[src/rtl/nibble_deserializer.sv]
// rtl/nibble_deserializer.sv - framed serial-in/parallel-out receiver with valid/ready output
module nibble_deserializer #(
  parameter int WIDTH = 4
) (
  input  logic             clk,
  input  logic             rst_n,
  input  logic             s_en,
  input  logic             s_in,
  input  logic             dir,
  output logic [WIDTH-1:0] out_data,
  output logic             out_valid,
  input  logic             out_ready,
  output logic             busy,
  output logic             frame_err,
  output logic             overrun,
  input  logic             clr_err
);

  localparam int CW = (WIDTH > 1) ? $clog2(WIDTH) : 1;

  typedef enum logic [1:0] {IDLE, DATA, STOP} state_t;

  state_t           state, state_nx;
  logic [WIDTH-1:0] shreg, shreg_nx, out_data_nx;
  logic [CW-1:0]    cnt, cnt_nx;
  logic             dir_q, dir_q_nx;
  logic             out_valid_nx, frame_err_nx, overrun_nx;
  logic             good_stop, bad_stop, load, accept;

  always_ff @(posedge clk or negedge rst_n) begin
    if (!rst_n) begin
      state     <= IDLE;
      shreg     <= '0;
      cnt       <= '0;
      dir_q     <= 1'b0;
      out_data  <= '0;
      out_valid <= 1'b0;
      frame_err <= 1'b0;
      overrun   <= 1'b0;
    end else begin
      state     <= state_nx;
      shreg     <= shreg_nx;
      cnt       <= cnt_nx;
      dir_q     <= dir_q_nx;
      out_data  <= out_data_nx;
      out_valid <= out_valid_nx;
      frame_err <= frame_err_nx;
      overrun   <= overrun_nx;
    end
  end

  always_comb begin
    state_nx  = state;
    shreg_nx  = shreg;
    cnt_nx    = cnt;
    dir_q_nx  = dir_q;
    good_stop = 1'b0;
    bad_stop  = 1'b0;
    if (s_en) begin
      case (state)
        IDLE: begin
          if (!s_in) begin
            state_nx = DATA;
            cnt_nx   = '0;
            dir_q_nx = dir;
          end
        end
        DATA: begin
          // LSB-first fills from the top so the first bit lands in bit 0 after WIDTH shifts
          shreg_nx = dir_q ? {shreg[WIDTH-2:0], s_in} : {s_in, shreg[WIDTH-1:1]};
          cnt_nx   = cnt + CW'(1);
          if (cnt == CW'(WIDTH - 1)) state_nx = STOP;
        end
        STOP: begin
          state_nx  = IDLE;
          good_stop = s_in;
          bad_stop  = !s_in;
        end
        default: state_nx = IDLE;
      endcase
    end

    accept       = out_valid && out_ready;
    load         = good_stop && (!out_valid || out_ready);
    out_data_nx  = load ? shreg : out_data;
    out_valid_nx = load ? 1'b1 : (accept ? 1'b0 : out_valid);

    // a new error event outranks a coincident clear
    frame_err_nx = bad_stop ? 1'b1 : (clr_err ? 1'b0 : frame_err);
    overrun_nx   = (good_stop && !load) ? 1'b1 : (clr_err ? 1'b0 : overrun);
  end

  assign busy = (state != IDLE);

endmodule

[config.mk]
export PLATFORM = sky130hd
export DESIGN_NAME = nibble_deserializer
export DESIGN_NICKNAME = d
export VERILOG_FILES = /design/src/rtl/nibble_deserializer.sv
export SDC_FILE = /design/constraint.sdc
export NUM_CORES = 1
export LEC_CHECK = 0
export CAP_MARGIN = 20
export CORE_UTILIZATION = 47
export DETAILED_ROUTE_END_ITERATION = 8
export PLACE_DENSITY = 0.74
export SLEW_MARGIN = 25
export SYNTH_ARGS = -nofsm -noshare
export SYNTH_HDL_FRONTEND = slang
export SYNTH_SLANG_ARGS = --single-unit
[constraint.sdc]
create_clock -name clk -period 1.78 [get_ports clk]
set_input_delay 0.178 -clock clk [delete_from_list [all_inputs] [get_ports clk]]
set_output_delay 0.178 -clock clk [all_outputs]
set_load 0.02 [all_outputs]
==> results of run 1 <==
-- sequential cells by signal (all words and copies together) (netlist names) --
register,cells
out_valid,1
overrun,1
state,2
frame_err,1
cnt,2
dir_q,1
shreg,4
out_data,4
-- repair_timing --
action,CTS,global route
setup endpoints to repair,1,0
gates resized for setup,1,0
buffers inserted,0,0
endpoints found under the hold margin,0,0
-- logic make-up (layout without fill, tap and decap cells) --
logic type,after synthesis,in the layout
buf+inv,7,25
fa+ha+maj,1,1
flops,16,16
mux,9,9
simple gates,14,14
compound gates,13,13
-- metal layers --
metal / global-route usage (%) / part of all wire (%) / vias up
met2: 29.69 / 45 / 14
met1: 25.61 / 48 / 229
met5: 0 / 0 / -
met4: 12.50 / 1.7 / 0
li1: - / - / 243
met3: 8.152 / 4.7 / 4
-- cell usage after synthesis --
cell type  number
dfrtp_1        16
o21ai_0         9
nand2_1         6
inv_1           5
mux2_2          5
mux2i_1         4
nand2b_1        2
o22ai_1         2
a21o_1          1
buf_1           1
buf_2           1
ha_1            1
nand3b_1        1
nand4b_4        1
nor2b_1         1
nor2b_4         1
nor3_2          1
o32ai_1         1
or2_2           1
-- worst max-delay path: cells and delay by family (launching register included) --
family	cells	cell delay, ns
buffers and inverters	1	0.32
AND/OR/NAND/NOR	1	0.31
flip-flops	1	0.47
-- cell type report --
type	instances	area (um^2)	area share, %
sequential	16	400.4	43.84
inverter	5	18.77	2.055
multi-input combinational	37	285.3	31.23
clock buffer	4	36.28	3.973
timing repair buffer	16	153.9	16.85
tap	15	18.77	2.055
-- stage by stage --
step	instance area, um^2	utilization, %	hold WS (ns)	setup slack [ns]	instances
floorplan	713.2	-	-0.1176	0.5478	60
global placement	878.3	65.06	0.4916	0.2067	89
detailed placement	878.3	65.06	0.4881	0.1707	89
CTS	913.4	67.66	0.1717	0.2086	93
global route	913.4	67.66	0.1830	0.1456	93
finish	913.4	67.66	0.1674	0.2134	93
-- how the worst min path moves through the flow --
| stage | startpoint | endpoint | slack (ns) | cells after the start |
|---|---|---|---|---|
| 6_report | rst_n | frame_err | 0.17 | 1 |
| 3_3_place_gp | rst_n | frame_err | 0.49 | 1 |
| 4_1_cts | rst_n | frame_err | 0.17 | 1 |
| 2_1_floorplan | rst_n | cnt[0] | -0.12 | 0 |
| 5_1_grt | rst_n | frame_err | 0.18 | 1 |
| 3_5_place_dp | rst_n | frame_err | 0.49 | 1 |
-- power by group --
part / leakage [nW] / switching, mW / internal [mW]
Sequential: 0.211 / 0.128 / 0.486
Combinational: 0.196 / 0.185 / 0.225
Clock: 0.0210 / 0.117 / 0.125
-- cells in the final DEF, fill, tap and decap left out, drive strengths merged --
master         instances
o22ai                  2
o21ai                  9
ha                     1
clkbuf                 4
inv                    5
nand2                  6
mux2i                  4
nor3                   1
nand4b                 1
nor2b                  2
dfrtp                 16
or2                    1
buf                    2
a21o                   1
mux2                   5
o32ai                  1
dlygate4sd2            1
nand3b                 1
nand2b                 2
clkdlybuf4s50         13
==> key figures, run 1 <==
Logic synthesis
  – Synth top area share: 56.14%
  – Largest family of logic cells by synthesized area: simple AND/OR/NAND/NOR gates
  – Top post-synthesis cells by area: dfrtp_1 (56%), mux2_2 (7.9%), o21ai_0 (6.3%)
  – Syn avg cell area: 11.89 um^2
  – Leading area contributor after synthesis: dfrtp_1
  – Synth Warn #: 0
  – Simple-gate share of the synthesized area: 14.39%
  – Post-Synth XOR/XNOR Area: 0%
  – Seq cells post-synth: 16
  – Sequential area share after synthesis: 56.14%
  – Mux contribution to synthesized area: 13.51%
  – Post-synthesis cell area: 713.2 um^2
  – Post-Synth Adder-Cell Area: 1.754%
  – Netlist cell types: 19
  – Compound-Gate Fraction of Synth Area: 10.35%
  – Syn Inst Count: 60
  – Syn_nets: 68

Placement
  – RD Place Congestion: 0.7075
  – I/O Buffers: 14

Floorplanning
  – Core area: 1350 um^2
  – Die Y: 40.96 um
  – DIE AREA: 1677 um^2
  – Top Ports: 15
  – Starting Density: 52.83%
  – Chip width: 40.96 um
  – Core Rows: 13

Clock network
  – TritonCTS buffer count: 3
  – CTS tree: done
  – Max Root-Sink Buffers: 2
  – Sink Count: 16
  – Clock transition at path regs: 0.10 ns
  – CTS Root Cell: clkbuf_4
  – Cts-stage hold buffer count: 0
  – H-tree levels: 1
  – Clk_lat worst skew: 0.29 ns

Worst setup path
  – Worst Setup EP: busy
  – RR Startpoint: state[0]
  – Max incr delay on CP: 0.47 ns
  – CP Capture Type: output port
  – Critical path class: reg -> out
  – Nature of the critical path startpoint: flop
  – Worst-path fanout max: 7
  – R2R depth: 3
  – CP required: 1.60 ns
  – CP Cell Sequence: or2_2 -> dlygate4sd2_1
  – Slowest-stage cell, CP: dfrtp_1
  – Worst Path Arrival: 1.39 ns
  – FF-to-FF setup slack: 0.44 ns
  – FF-to-FF End: out_data[1]
  – Crit path launch: state[0]

Detailed routing
  – Drt pass-1 iters: 2
  – DRC Markers: 0
  – Vias: 490
  – DRT iter0 DRCs: 2
  – WL final: 1297 um
  – DR vias/cell: 5.269
  – Final ANT Viol Nets: 0
  – Per-cell routed wire length: 13.95 um

Timing
  – Peak Freq: 638.3 MHz
  – Pins Over Slew Limit: 0
  – Setup Total Neg Slack: 0 ns
  – Final Cycle Share: 88.01%
  – Final worst path period need: 1.567 ns
  – Worst Clk Skew: 0.005600 ns
  – RSZ-0062 raised after global routing: false
  – Final Hold Fails: 0
  – Slew HR: 73.71%
  – Final setup vio count: 0
  – Tightest Pin Transition: 0.3931 ns

Power
  – Power Total: 1.265 mW
  – VDD IR-drop max: 0.0006498 V
  – Pleak: 0.4275 nW
  – PwrDens: 1385 nW/um^2

Global routing
  – Initial antenna violation count: 0
  – Number of global-route vias before repair: 445
  – Pin count of the biggest net entering global routing: 12
  – Grt total ovfl: 0
  – Global-route wire length before repair: 2035 um
  – Total GRT Usage: 20.62%

Finish
  – Layout cell share with drive strength beyond 1: 19.23%
  – Fin nets: 87
  – Filler cells: 102
  – Inserted Diodes: 0
  – Area Growth Syn to Fin: 28.07%

Run
  – Max-cap violations: 0

Worst hold path
  – Type of the most critical hold path: in -> async

Run status
  – Status: completed
No activity file was read; power rests on OpenSTA's default activity.
==> run 2: changes to the inputs <==
--- a/config.mk
+++ b/config.mk
@@ -7,6 +7,7 @@
 export LEC_CHECK = 0
 export CAP_MARGIN = 20
 export CORE_UTILIZATION = 47
+export CTS_CLUSTER_SIZE = 16
 export DETAILED_ROUTE_END_ITERATION = 8
 export PLACE_DENSITY = 0.74
 export SLEW_MARGIN = 25
==> results of run 2 <==
Final layout, timing and power as in run 1 (identical DEF).
